===== src/rtl/render_scheduler_if.sv =====
// Triangle source and rasterizer handshake bundle for render_scheduler.
// Signal directions are named from the scheduler's point of view.
interface render_scheduler_if #(
    parameter int unsigned DATAWIDTH  = 12,
    parameter int unsigned COLORWIDTH = 4
);
    localparam int unsigned VW = 3 * DATAWIDTH;

    logic                  i_tri_valid;
    logic                  o_tri_ready;
    logic [VW-1:0]         i_tri_v0;
    logic [VW-1:0]         i_tri_v1;
    logic [VW-1:0]         i_tri_v2;
    logic [COLORWIDTH-1:0] i_tri_color;
    logic                  i_tri_last;

    logic                  i_rast_ready;
    logic [VW-1:0]         o_rast_v0;
    logic [VW-1:0]         o_rast_v1;
    logic [VW-1:0]         o_rast_v2;
    logic                  o_rast_dv;
    logic                  o_rast_last;
    logic [COLORWIDTH-1:0] o_color;
    logic                  i_rast_finished;

    modport master (
        input  i_tri_valid, i_tri_v0, i_tri_v1, i_tri_v2, i_tri_color, i_tri_last,
        output o_tri_ready,
        input  i_rast_ready, i_rast_finished,
        output o_rast_v0, o_rast_v1, o_rast_v2, o_rast_dv, o_rast_last, o_color
    );

    modport slave (
        output i_tri_valid, i_tri_v0, i_tri_v1, i_tri_v2, i_tri_color, i_tri_last,
        input  o_tri_ready,
        output i_rast_ready, i_rast_finished,
        input  o_rast_v0, o_rast_v1, o_rast_v2, o_rast_dv, o_rast_last, o_color
    );
endinterface


===== src/rtl/render_scheduler.sv =====
// Frame controller: queues triangles, clears the framebuffer on frame start, then
// issues queued triangles to the rasterizer one at a time until the last one finishes.
module render_scheduler #(
    parameter int unsigned DATAWIDTH  = 12,
    parameter int unsigned COLORWIDTH = 4,
    parameter int unsigned FIFO_DEPTH = 4
) (
    input  logic        clk,
    input  logic        rst,
    input  logic        i_frame_start,
    output logic        o_clear,
    input  logic        i_display_ready,
    output logic        o_busy,
    output logic        o_frame_done,
    output logic        o_missed_frame,
    output logic [15:0] o_tri_count,
    render_scheduler_if.master sched_if
);
    localparam int unsigned VW = 3 * DATAWIDTH;
    localparam int unsigned EW = 3 * VW + COLORWIDTH + 1;
    localparam int unsigned AW = (FIFO_DEPTH > 1) ? $clog2(FIFO_DEPTH) : 1;

    typedef enum logic [2:0] {
        StIdle,
        StClear,
        StWaitClear,
        StFeed,
        StWaitRast,
        StDone
    } state_t;

    state_t r_state, w_state_d;

    logic [EW-1:0] r_mem [FIFO_DEPTH];
    logic [AW-1:0] r_wr_ptr, r_rd_ptr;
    logic [AW:0]   r_count;
    logic          w_full, w_empty, w_push, w_issue;
    logic [EW-1:0] w_head;

    logic                  r_guard_done;
    logic                  r_gap;
    logic [VW-1:0]         r_rast_v0, r_rast_v1, r_rast_v2;
    logic                  r_rast_dv, r_rast_last;
    logic [COLORWIDTH-1:0] r_color;
    logic [15:0]           r_tri_count;
    logic                  r_missed;

    assign w_full  = (r_count == (AW+1)'(FIFO_DEPTH));
    assign w_empty = (r_count == '0);
    assign w_push  = sched_if.i_tri_valid && !w_full;
    assign w_head  = r_mem[r_rd_ptr];

    always_ff @(posedge clk) begin
        if (w_push) begin
            r_mem[r_wr_ptr] <= {sched_if.i_tri_last, sched_if.i_tri_color,
                                sched_if.i_tri_v2, sched_if.i_tri_v1, sched_if.i_tri_v0};
        end
    end

    always_ff @(posedge clk or posedge rst) begin
        if (rst) begin
            r_wr_ptr <= '0;
            r_rd_ptr <= '0;
            r_count  <= '0;
        end else begin
            if (w_push) begin
                r_wr_ptr <= AW'(r_wr_ptr + 1'b1);
            end
            if (w_issue) begin
                r_rd_ptr <= AW'(r_rd_ptr + 1'b1);
            end
            if (w_push && !w_issue) begin
                r_count <= r_count + 1'b1;
            end else if (!w_push && w_issue) begin
                r_count <= r_count - 1'b1;
            end
        end
    end

    always_comb begin
        w_state_d = r_state;
        w_issue   = 1'b0;
        unique case (r_state)
            StIdle:      if (i_frame_start) w_state_d = StClear;
            StClear:     w_state_d = StWaitClear;
            // The display's ready lags o_clear by a cycle, so its first sample is stale.
            StWaitClear: if (r_guard_done && i_display_ready) w_state_d = StFeed;
            StFeed: begin
                if (!w_empty && sched_if.i_rast_ready && !r_gap) begin
                    w_issue = 1'b1;
                    if (w_head[EW-1]) w_state_d = StWaitRast;
                end
            end
            StWaitRast:  if (sched_if.i_rast_finished) w_state_d = StDone;
            StDone:      w_state_d = StIdle;
            default:     w_state_d = StIdle;
        endcase
    end

    always_ff @(posedge clk or posedge rst) begin
        if (rst) begin
            r_state      <= StIdle;
            r_guard_done <= 1'b0;
            r_gap        <= 1'b0;
            r_rast_v0    <= '0;
            r_rast_v1    <= '0;
            r_rast_v2    <= '0;
            r_rast_dv    <= 1'b0;
            r_rast_last  <= 1'b0;
            r_color      <= '0;
            r_tri_count  <= '0;
            r_missed     <= 1'b0;
        end else begin
            r_state      <= w_state_d;
            r_guard_done <= (r_state == StWaitClear);
            // Rasterizer ready is stale for one cycle after each strobe.
            r_gap        <= w_issue;
            r_rast_dv    <= w_issue;
            if (w_issue) begin
                r_rast_v0   <= w_head[VW-1:0];
                r_rast_v1   <= w_head[2*VW-1:VW];
                r_rast_v2   <= w_head[3*VW-1:2*VW];
                r_color     <= w_head[3*VW+COLORWIDTH-1:3*VW];
                r_rast_last <= w_head[EW-1];
                if (r_tri_count != 16'hFFFF) r_tri_count <= r_tri_count + 16'd1;
            end else if (r_state == StDone) begin
                r_tri_count <= '0;
            end
            if (i_frame_start && (r_state != StIdle)) r_missed <= 1'b1;
        end
    end

    assign o_clear        = (r_state == StClear);
    assign o_frame_done   = (r_state == StDone);
    assign o_busy         = (r_state != StIdle);
    assign o_missed_frame = r_missed;
    assign o_tri_count    = r_tri_count;

    assign sched_if.o_tri_ready = !w_full;
    assign sched_if.o_rast_v0   = r_rast_v0;
    assign sched_if.o_rast_v1   = r_rast_v1;
    assign sched_if.o_rast_v2   = r_rast_v2;
    assign sched_if.o_rast_dv   = r_rast_dv;
    assign sched_if.o_rast_last = r_rast_last;
    assign sched_if.o_color     = r_color;
endmodule


===== src/flat_wrapper.sv =====
// flat-port wrapper written by rule: the top's interface ports become plain ports
module render_scheduler_flat 
#(
    parameter int unsigned DATAWIDTH  = 12,
    parameter int unsigned COLORWIDTH = 4,
    parameter int unsigned FIFO_DEPTH = 4
)
  (clk, rst, i_frame_start, o_clear, i_display_ready, o_busy, o_frame_done, o_missed_frame, o_tri_count, sched_if_i_tri_valid, sched_if_i_tri_v0, sched_if_i_tri_v1, sched_if_i_tri_v2, sched_if_i_tri_color, sched_if_i_tri_last, sched_if_o_tri_ready, sched_if_i_rast_ready, sched_if_i_rast_finished, sched_if_o_rast_v0, sched_if_o_rast_v1, sched_if_o_rast_v2, sched_if_o_rast_dv, sched_if_o_rast_last, sched_if_o_color);
  render_scheduler_if #(.DATAWIDTH(DATAWIDTH), .COLORWIDTH(COLORWIDTH)) sched_if_i ();
  input  logic clk;
  input  logic rst;
  input  logic i_frame_start;
  output logic o_clear;
  input  logic i_display_ready;
  output logic o_busy;
  output logic o_frame_done;
  output logic o_missed_frame;
  output logic [15:0] o_tri_count;
  input wire logic [$bits(sched_if_i.i_tri_valid)-1:0] sched_if_i_tri_valid;
  input wire logic [$bits(sched_if_i.i_tri_v0)-1:0] sched_if_i_tri_v0;
  input wire logic [$bits(sched_if_i.i_tri_v1)-1:0] sched_if_i_tri_v1;
  input wire logic [$bits(sched_if_i.i_tri_v2)-1:0] sched_if_i_tri_v2;
  input wire logic [$bits(sched_if_i.i_tri_color)-1:0] sched_if_i_tri_color;
  input wire logic [$bits(sched_if_i.i_tri_last)-1:0] sched_if_i_tri_last;
  output wire logic [$bits(sched_if_i.o_tri_ready)-1:0] sched_if_o_tri_ready;
  input wire logic [$bits(sched_if_i.i_rast_ready)-1:0] sched_if_i_rast_ready;
  input wire logic [$bits(sched_if_i.i_rast_finished)-1:0] sched_if_i_rast_finished;
  output wire logic [$bits(sched_if_i.o_rast_v0)-1:0] sched_if_o_rast_v0;
  output wire logic [$bits(sched_if_i.o_rast_v1)-1:0] sched_if_o_rast_v1;
  output wire logic [$bits(sched_if_i.o_rast_v2)-1:0] sched_if_o_rast_v2;
  output wire logic [$bits(sched_if_i.o_rast_dv)-1:0] sched_if_o_rast_dv;
  output wire logic [$bits(sched_if_i.o_rast_last)-1:0] sched_if_o_rast_last;
  output wire logic [$bits(sched_if_i.o_color)-1:0] sched_if_o_color;
  assign sched_if_i.i_tri_valid = sched_if_i_tri_valid;
  assign sched_if_i.i_tri_v0 = sched_if_i_tri_v0;
  assign sched_if_i.i_tri_v1 = sched_if_i_tri_v1;
  assign sched_if_i.i_tri_v2 = sched_if_i_tri_v2;
  assign sched_if_i.i_tri_color = sched_if_i_tri_color;
  assign sched_if_i.i_tri_last = sched_if_i_tri_last;
  assign sched_if_o_tri_ready = sched_if_i.o_tri_ready;
  assign sched_if_i.i_rast_ready = sched_if_i_rast_ready;
  assign sched_if_i.i_rast_finished = sched_if_i_rast_finished;
  assign sched_if_o_rast_v0 = sched_if_i.o_rast_v0;
  assign sched_if_o_rast_v1 = sched_if_i.o_rast_v1;
  assign sched_if_o_rast_v2 = sched_if_i.o_rast_v2;
  assign sched_if_o_rast_dv = sched_if_i.o_rast_dv;
  assign sched_if_o_rast_last = sched_if_i.o_rast_last;
  assign sched_if_o_color = sched_if_i.o_color;
  render_scheduler #(.DATAWIDTH(DATAWIDTH), .COLORWIDTH(COLORWIDTH), .FIFO_DEPTH(FIFO_DEPTH)) u_core (.clk(clk), .rst(rst), .i_frame_start(i_frame_start), .o_clear(o_clear), .i_display_ready(i_display_ready), .o_busy(o_busy), .o_frame_done(o_frame_done), .o_missed_frame(o_missed_frame), .o_tri_count(o_tri_count), .sched_if(sched_if_i));
endmodule

===== config.mk =====
export PLATFORM = sky130hd
export DESIGN_NAME = render_scheduler_flat
export DESIGN_NICKNAME = d
export VERILOG_FILES = /design/src/rtl/render_scheduler_if.sv /design/src/rtl/render_scheduler.sv /design/src/flat_wrapper.sv
export SDC_FILE = /design/constraint.sdc
export NUM_CORES = 1
export LEC_CHECK = 0
export CAP_MARGIN = 20
export CORE_MARGIN = 2
export CORE_UTILIZATION = 45
export CTS_BUF_LIST = sky130_fd_sc_hd__clkbuf_16
export DETAILED_ROUTE_END_ITERATION = 10
export PLACE_DENSITY_LB_ADDON = 0.08
export SLEW_MARGIN = 25
export SYNTH_ARGS = -nofsm -noshare
export SYNTH_HDL_FRONTEND = slang
export SYNTH_SLANG_ARGS = --single-unit

===== constraint.sdc =====
create_clock -name clk -period 6.8 [get_ports clk]
set_clock_uncertainty 0.1 [all_clocks]
set_input_delay 1.02 -clock clk [delete_from_list [all_inputs] [get_ports clk]]
set_output_delay 1.02 -clock clk [all_outputs]
set_load 0.02 [all_outputs]

* Word-level counts from Yosys, hierarchy flattened
Memory sizes are Yosys's and may differ from the RTL's.
Index checks and enable logic that the tools add are counted.
** Storage, ports and cells
- Memories kept :: 1
- Bits in writable memories :: 452
- Logic and storage cells :: 66
- Flip-flop bits (word level) :: 142
** Memories
- u_core.r_mem :: depth 4, bits a word 113, rd ports 1, clocked after memory_dff 0, write ports 1, RTL line render_scheduler.sv:34 : logic [EW-1:0] r_mem [FIFO_DEPTH];
** Operators by class
- Add/subtract/negate cells :: 5
- Eq/ne operators :: 13
- Reduce and logical (&&, ||, !) cells :: 19
- Muxes and demuxes :: 15
** Operator list (number)
- two-way mux 16 bit :: 3
- two-way mux 3 bit :: 7
- adder 16 x 1 -> 16 bit (second input constant) :: 1
- != test 16 bit (second input constant) :: 1
- one-hot mux 3 bit (5 select lines) :: 1
- == test 3 bit (second input constant) :: 3
- logical AND 1 bit :: 7
- == test 3 x 2 -> 1 bit (second input constant) :: 2
- logical NOT 3 bit :: 2
- != test 2 x 1 -> 1 bit (second input constant) :: 3
- != test 2 bit (second input constant) :: 3
- logical NOT 1 bit :: 5
- AND reduction 5 bit :: 1
- adder 2 x 1 -> 2 bit (second input constant) :: 2
- two-way mux 1 bit :: 4
- nonzero test 2 bit :: 2
- adder 3 x 1 -> 3 bit (second input constant) :: 1
- == test 3 x 1 -> 1 bit (second input constant) :: 1
- nonzero test 3 bit :: 1
- subtractor 3 x 1 -> 3 bit (second input constant) :: 1
- AND reduction 2 bit :: 1

* Longest topological paths before layout
Gate-level depths: netlist of run 1.
- Depth in word-level cells :: 9
- Depth in mapped cells :: 11
- Mapped depth without buffers :: 9

* Worst setup path before layout of run 1
OpenSTA, ideal clock, no wires.
- Path type :: input port to flip-flop
- Start point :: input sched_if_i_tri_valid
- End point :: memory u_core.r_mem[0][0] in the netlist's numbering (enable)
- Stages :: 1
- Required time :: 6.214 ns
- Setup slack :: 2.535 ns
- Arrival time :: 3.679 ns
- Cells stage by stage :: and3_1
** Between the ends
- Cells in the longest elaborated chain, start to end :: 3
** RTL lines
- start: declaration :: RTL line flat_wrapper.sv:19 : input wire logic [$bits(sched_if_i.i_tri_valid)-1:0] sched_if_i_tri_valid;
- logical AND 1 bit :: RTL line render_scheduler.sv:50 : assign w_push = sched_if.i_tri_valid && !w_full;
- two-way mux 1 bit :: RTL line render_scheduler.sv:54 : if (w_push) begin
- two-way mux 1 bit (not written as such) :: RTL line render_scheduler.sv:55 : r_mem[r_wr_ptr] <= {sched_if.i_tri_last, sched_if.i_tri_color,
- end: declaration :: RTL line render_scheduler.sv:34
No other way between the ends.

* Worst setup path after layout of run 1
- Start point :: input sched_if_i_rast_ready
- End point :: register u_core.r_tri_count[12], in the netlist u_core.o_tri_count[12]
** Between the ends
- Cells in the longest elaborated chain, start to end :: 6
- Elaborated cells between the ends (all ways) :: 8
** RTL lines
- start: declaration :: RTL line flat_wrapper.sv:26 : input wire logic [$bits(sched_if_i.i_rast_ready)-1:0] sched_if_i_rast_ready;
- logical AND 1 bit (*) (2 in a row) :: RTL line render_scheduler.sv:89 : if (!w_empty && sched_if.i_rast_ready && !r_gap) begin
- two-way mux 1 bit (*) :: RTL line render_scheduler.sv:89
- two-way mux 1 bit (*) :: RTL line render_scheduler.sv:83 : unique case (r_state)
- != test 2 bit (no source line) / nonzero test 2 bit (equally long branches)
- AND reduction 2 bit (no source line)
- end signal: assignment :: RTL line render_scheduler.sv:125 : if (r_tri_count != 16'hFFFF) r_tri_count <= r_tri_count + 16'd1;
- end: declaration :: RTL line render_scheduler.sv:45 : logic [15:0] r_tri_count;
Every way passes the cells marked *; elsewhere a longest branch is shown, timed or not.
A chain may end at the register's enable or synchronous reset.

==> results of run 1 <==
-- per-layer routing --
metal	vias up	routed length, µm	track usage, %
li1	5123	-	-
met1	5800	19500	24.2
met2	256	23200	31.8
met3	73	2950	4.94
met4	4	1030	5.64
met5	-	24	0
-- layout by cell type, fill, tap and decap left out, drive strengths merged, types with 7 or more instances in the layout --
cell	synthesis	final
edfxtp	452	452
nand2	345	345
clkdlybuf4s50	0	254
dfrtp	142	142
mux4	113	113
clkbuf	22	61
clkinv	0	28
inv	9	23
xnor2	13	13
a22o	11	11
buf	38	11
bufinv	0	8
nand4	7	7
and3	7	7
-- cell families after synthesis --
group,count (synthesis),synth area share [%]
xor+xnor,18,0.714
simple gates,388,7.11
flops,594,77.6
compound gates,28,1.05
fa+ha+maj,7,0.431
mux,115,11.6
buf+inv,69,1.46
-- power by group through the flow --
stage          logic (W)  clock network [W]  registers (W)
6_report         0.00349            0.00324        0.00534
5_1_grt          0.00379            0.00346        0.00544
4_1_cts          0.00359            0.00332        0.00536
3_5_place_dp     0.00358                  0        0.00542
3_3_place_gp     0.00357                  0        0.00540
2_1_floorplan    0.00192                  0        0.00565
-- how the worst max path moves through the flow --
stage | slack (ns) | start | end | cells past startpoint
4_1_cts | 3.45 | sched_if_i_rast_ready | u_core.o_tri_count[12]$_DFFE_PP0P_ | 7
6_report | 3.44 | sched_if_i_rast_ready | u_core.o_tri_count[12]$_DFFE_PP0P_ | 7
5_1_grt | 3.32 | sched_if_i_rast_ready | u_core.o_tri_count[12]$_DFFE_PP0P_ | 7
2_1_floorplan | 1.87 | rst | u_core.o_missed_frame$_DFFE_PP0P_ | 1
3_5_place_dp | 2.81 | sched_if_i_rast_ready | u_core.o_tri_count[12]$_DFFE_PP0P_ | 7
3_3_place_gp | 2.83 | sched_if_i_rast_ready | u_core.o_tri_count[12]$_DFFE_PP0P_ | 7
-- worst register-to-register path, stage by stage, from the launching register on --
cell     delay (ns)
dfrtp_1        0.43
or3_4          0.46
nand3_4        0.39
buf_4          0.45
ha_1           0.25
inv_1          0.06
fa_1           0.37
xor2_1         0.17
nor2_1         0.12
xor2_1         0.16
-- flip-flops by register name, summed over array words and instances (netlist names), 3 cells and up --
| signal | count |
|---|---|
| u_core.o_tri_count | 16 |
| u_core.r_count | 3 |
| u_core.r_mem | 452 |
| u_core.r_state | 3 |
| u_core.sched_if.o_color | 4 |
| u_core.sched_if.o_rast_v0 | 36 |
| u_core.sched_if.o_rast_v1 | 36 |
| u_core.sched_if.o_rast_v2 | 36 |
-- cell usage after synthesis (3+ instances only) --
master,count
mux4_2,113
ha_1,6
nand3_1,5
edfxtp_1,452
nand4_1,7
xnor2_1,13
nand2_1,345
and4_1,3
clkbuf_1,22
dfrtp_1,142
inv_1,8
buf_4,7
buf_2,23
and3_1,7
xor2_1,5
nor2_1,6
a22o_1,11
o21ai_0,3
buf_1,7
-- per-stage QoR --
stage	cell area, µm²	util (%)
global route	27300	56.0
global placement	25300	52.0
detailed placement	25300	52.0
finish	27300	56.0
CTS	27300	56.0
floorplan	22100	-
-- final cells by class --
cell class	instances	share of cell area [%]
sequential	594	62.8
multi-input combinational	556	17.1
timing repair buffer	265	9.95
clock buffer	61	5.60
tap	622	2.85
clock inverter	50	1.50
inverter	9	0.151
antenna	5	0.0459
==> flow_metrics.env, run 1 <==
export IMPL_ys_seq_area_share_pct=77.6
export IMPL_cts_made_buffers=60
export IMPL_synthCells=1219
export IMPL_start_kind="input pin"
export IMPL_worstHoldStart="u_core.o_missed_frame$_DFFE_PP0P_"
export IMPL_synth_edff_count=452
export IMPL_pre_cts_ws_ns=2.81
export IMPL_worst_slew_pin_slew_ns=0.910
export IMPL_p_int_w=0.00840
export IMPL_synthFlopType="edfxtp_1"
export IMPL_hold_violations=0
export IMPL_finalCritPeriodShare_pct=49.4
export IMPL_cts_resized=0
export IMPL_whs_ns=0.357
export IMPL_status="completed"
export IMPL_slowest_delay_ns=0.71
export IMPL_regToRegSetupSlack_ns=3.75
export IMPL_grt_start_max_net_pins=80
export IMPL_netlist_top_cell_by_area="edfxtp_1"
export IMPL_max_freq_mhz=298
export IMPL_worst_setup_path_end_kind="flop"
export IMPL_slowest_stage="inv_4"
export IMPL_htree_levels=2
export IMPL_clk_insertion_delay_late_ns=0.60
export IMPL_cts_tree="done"
export IMPL_p_total_w=0.0121
export IMPL_gp_congestion=0.750
export IMPL_switching_power_w=0.00366
export IMPL_vias_per_cell=5.21
export IMPL_fp_row_count=81
export IMPL_arrival_ns=3.78
export IMPL_worstSetupPathType="in -> reg"
export IMPL_synth_area_leaders="edfxtp_1 62%, dfrtp_1 16%, mux4_2 12%"
export IMPL_ir_drop_mv=0.282
export IMPL_ant_nets=0
export IMPL_maxCapViolCount=0
export IMPL_grt_pass1_vias=11900
export IMPL_leakage_nw=9.97
export IMPL_core_area_mm2=0.0486
export IMPL_yosys_area_top_type_share_pct=61.5
export IMPL_ctsLongestPathBuffers=3
export IMPL_crit_fanout=71
export IMPL_drtPass1Iterations=5
export IMPL_drc_errors=0
export IMPL_die_w_um=225
export IMPL_ios=255
export IMPL_synth_net_count=1346
export IMPL_finalSetupViolCount=0
export IMPL_areaGrowthSynthToFinish_pct=23.5
export IMPL_yosys_warnings=0
export IMPL_drtIter0Drc=655
export IMPL_die_area_mm2=0.0508
export IMPL_ys_ff_latch=594
export IMPL_multi_input_area_mm2=0.00465
export IMPL_final_setup_tns_ns=0
export IMPL_async_reset_ff_share_pct=23.9
export IMPL_postCtsHoldBufs=0
export IMPL_post_cts_buffers=0
export IMPL_placedCellCount=2046
export IMPL_holdPathStages=1
export IMPL_critPathTopFamily="buffers and inverters"
export IMPL_cp_buffers_inverters=3
export IMPL_p_seq_share_pct=44.2
export IMPL_synthDistinctLibCells=48
export IMPL_min_to="u_core.o_missed_frame$_DFFE_PP0P_"
export IMPL_hp_class="reg -> reg"
export IMPL_vias=11300
export IMPL_worstPathCellList="clkdlybuf4s50_1, and4bb_1, nand3_4, inv_4, buf_12, a2111oi_0, a21oi_1"
export IMPL_die_h_um=225
export IMPL_p_per_area_mw_per_mm2=443
export IMPL_rsz0062_at_grt="no"
export IMPL_drive_above_1_share_pct=14.1
export IMPL_required_ns=7.23
export IMPL_clockPowerShare_pct=26.8
export IMPL_routedWlPerCell_um=21.6
export IMPL_r2r_start="u_core.r_count[0]$_DFFE_PP0P_"
export IMPL_io_buffer_count=254
export IMPL_clkTransAtPathRegs_ns=0.06
export IMPL_fillerInstances=3765
export IMPL_synth_area_per_cell_um2=18.1
export IMPL_antenna_found_initial=6
export IMPL_wl_um=46800
export IMPL_r2r_end="u_core.r_count[2]$_DFFE_PP0P_"
export IMPL_maxSlewHeadroom_pct=39.3
export IMPL_min_period_ns=3.36
export IMPL_rr_worst_depth=9
export IMPL_syn_cell_area_mm2=0.0221
export IMPL_track_usage_pct=18.9
export IMPL_cts_root_buf="clkbuf_16"
export IMPL_regArea_mm2=0.0171
export IMPL_final_max_slew_viol_count=0
export IMPL_dp_hpwl_um=25800
export IMPL_swShare_pct=30.4
export IMPL_setup_slack_ns=3.44
export IMPL_start_util_pct=45.4
export IMPL_combinationalPowerShare_pct=28.9
export IMPL_grt_overflow=0
export IMPL_clock_sinks=594
export IMPL_grt_first_pass_wirelength_um=71300
export IMPL_fin_nets=1613
export IMPL_stdcell_count=2162
No activity file was read; power rests on OpenSTA's default activity.
==> run 2, diff against run 1 <==
Clock period 6.8 ns to 2.8 ns, I/O delays scaled along.
==> run 2 against run 1 <==
Worst setup slack got worse by 3.2 ns. Design area rose by 1.0%. Clock-buffer cell count rose by 2. Final cell count rose by 1.2%. Wire length fell by 1.4%. Die area did not move. Flip-flop and latch count did not move. Combinational power rose to 2.6 times the previous value. Clock power rose by 130%. Utilization rose by 0.57 points. Via count rose by 0.20%. Largest power group unchanged. Highest routed layer unchanged.
==> flow_metrics.env, run 2 (synthesis results as in run 1) <==
export IMPL_die_h_um=225
export IMPL_core_area_mm2=0.0486
export IMPL_drtIter0Drc=632
export IMPL_grt_start_max_net_pins=99
export IMPL_maxCapViolCount=0
export IMPL_status="completed"
export IMPL_vias=11300
export IMPL_worstSetupPathType="reg -> out"
export IMPL_final_common_cell="edfxtp_1"
export IMPL_p_int_w=0.0203
export IMPL_r2r_end="u_core.r_count[2]$_DFFE_PP0P_"
export IMPL_grt_pass1_vias=11700
export IMPL_worst_setup_path_end_kind="primary output"
export IMPL_cts_tree="done"
export IMPL_max_freq_mhz=387
export IMPL_drtPass1Iterations=4
export IMPL_switching_power_w=0.00891
export IMPL_crit_fanout=9
export IMPL_critPathLaunch="u_core.r_state[0]$_DFFE_PP0P_"
export IMPL_postCtsHoldBufs=0
export IMPL_areaGrowthSynthToFinish_pct=24.8
export IMPL_die_w_um=225
export IMPL_arrival_ns=2.06
export IMPL_maxSlewHeadroom_pct=61.5
export IMPL_vias_per_cell=5.15
export IMPL_r2r_start="u_core.r_count[0]$_DFFE_PP0P_"
export IMPL_fin_nets=1638
export IMPL_grt_overflow=0
export IMPL_required_ns=2.28
export IMPL_routedWlPerCell_um=21.1
export IMPL_clockPowerShare_pct=25.7
export IMPL_finalCritPeriodShare_pct=92.3
export IMPL_io_buffer_count=254
export IMPL_clock_sinks=594
export IMPL_drive_above_1_share_pct=15.3
export IMPL_stdcell_count=2188
export IMPL_p_per_area_mw_per_mm2=1060
export IMPL_htree_levels=2
export IMPL_antenna_found_initial=6
export IMPL_largest_register="u_core.r_mem"
export IMPL_cts_made_buffers=61
export IMPL_track_usage_pct=18.5
export IMPL_combinationalPowerShare_pct=30.6
export IMPL_final_cell_mix="452 x edfxtp_1, 345 x nand2_1, 254 x clkdlybuf4s50_1"
export IMPL_finalSetupViolCount=0
export IMPL_ios=255
export IMPL_rr_worst_depth=8
export IMPL_worst_slew_pin_slew_ns=0.577
export IMPL_grt_first_pass_wirelength_um=70200
export IMPL_swShare_pct=30.5
export IMPL_ctsLongestPathBuffers=3
export IMPL_final_setup_tns_ns=0
export IMPL_hp_class="in -> async"
export IMPL_die_area_mm2=0.0508
export IMPL_post_cts_buffers=0
export IMPL_cts_resized=0
export IMPL_min_period_ns=2.58
export IMPL_dp_hpwl_um=26400
export IMPL_leakage_nw=10.1
export IMPL_start_kind="flop"
export IMPL_wl_um=46100
export IMPL_ir_drop_mv=0.663
export IMPL_fp_row_count=81
export IMPL_clkTransAtPathRegs_ns=0.06
export IMPL_clk_insertion_delay_late_ns=0.61
export IMPL_drc_errors=0
export IMPL_p_total_w=0.0292
export IMPL_cts_root_buf="clkbuf_16"
export IMPL_rsz0062_at_grt="no"
export IMPL_gp_congestion=0.789
export IMPL_largest_register_ffs=452
export IMPL_crit_end="o_busy"
export IMPL_p_seq_share_pct=43.7
export IMPL_placedCellCount=2070
export IMPL_ant_nets=0
export IMPL_start_util_pct=45.4
export IMPL_regToRegSetupSlack_ns=0.56
export IMPL_hold_violations=0
export IMPL_final_max_slew_viol_count=0
run 2: cell types whose count changed in the layout (fill, tap and decap cells not counted), sizes merged, moves of 3 or more:
cell,delta
inv,+8
buf,+24
clkinvlp,+3
bufinv,-5
clkinv,-4
run 2: layer usage:
layer | routed length [µm] | GRT usage, % | share of wire, %
met5 | 53 | 0 | 0.11
met2 | 22900 | 30.8 | 50
met4 | 943 | 5.58 | 2.0
met3 | 2560 | 4.54 | 5.5
met1 | 19700 | 24.3 | 43
run 2: worst min path at each step:
stage,from,end,slack [ns],cells past startpoint
finish,rst,u_core.o_missed_frame$_DFFE_PP0P_,0.17,3
global route,rst,u_core.r_state[0]$_DFFE_PP0P_,0.23,3
CTS,rst,u_core.sched_if.o_rast_v1[33]$_DFFE_PP0P_,0.21,3
detailed placement,u_core.o_missed_frame$_DFFE_PP0P_,u_core.o_missed_frame$_DFFE_PP0P_,0.34,1
global placement,u_core.o_missed_frame$_DFFE_PP0P_,u_core.o_missed_frame$_DFFE_PP0P_,0.34,1
floorplan,u_core.r_count[2]$_DFFE_PP0P_,u_core.r_count[2]$_DFFE_PP0P_,0.36,1
run 2: power by group through the flow:
stage | Combinational (W) | Sequential [W] | Clock, W
finish | 0.00895 | 0.0128 | 0.00751
global route | 0.00973 | 0.0130 | 0.00809
CTS | 0.00919 | 0.0128 | 0.00775
detailed placement | 0.00917 | 0.0130 | 0
global placement | 0.00914 | 0.0129 | 0
floorplan | 0.00466 | 0.0136 | 0
run 2: cell type report:
class / instances / area [µm²]
flip-flops and latches: 594 / 17100
clock buffers: 63 / 1580
fillers: 3806 / 21100
well taps: 622 / 778
diodes: 3 / 7.51
multi-input cells: 556 / 4650
inverters: 9 / 40.0
repair buffers: 289 / 3060
clock inverters: 52 / 300
run 2: critical path, cell delays in order (launching register included):
cell	delay, ns
dfrtp_1	0.49
or3_1	0.43
clkdlybuf4s50_1	0.55
run 2: metrics by stage:
stage | setup slack (ns) | hold WS (ns) | util (%) | cell area [µm²]
finish | 0.216 | 0.168 | 56.6 | 27500
global route | 0.108 | 0.230 | 56.6 | 27500
detailed placement | 0.291 | 0.343 | 52.7 | 25700
CTS | 0.169 | 0.214 | 56.6 | 27500
floorplan | 0.101 | 0.364 | - | 22100
global placement | 0.295 | 0.343 | 52.7 | 25700
==> run 3, diff against run 2 <==
Settings changed: HOLD_SLACK_MARGIN set to 0.15.
==> results of run 3 <==
Final layout, timing and power as in run 2 (identical DEF).
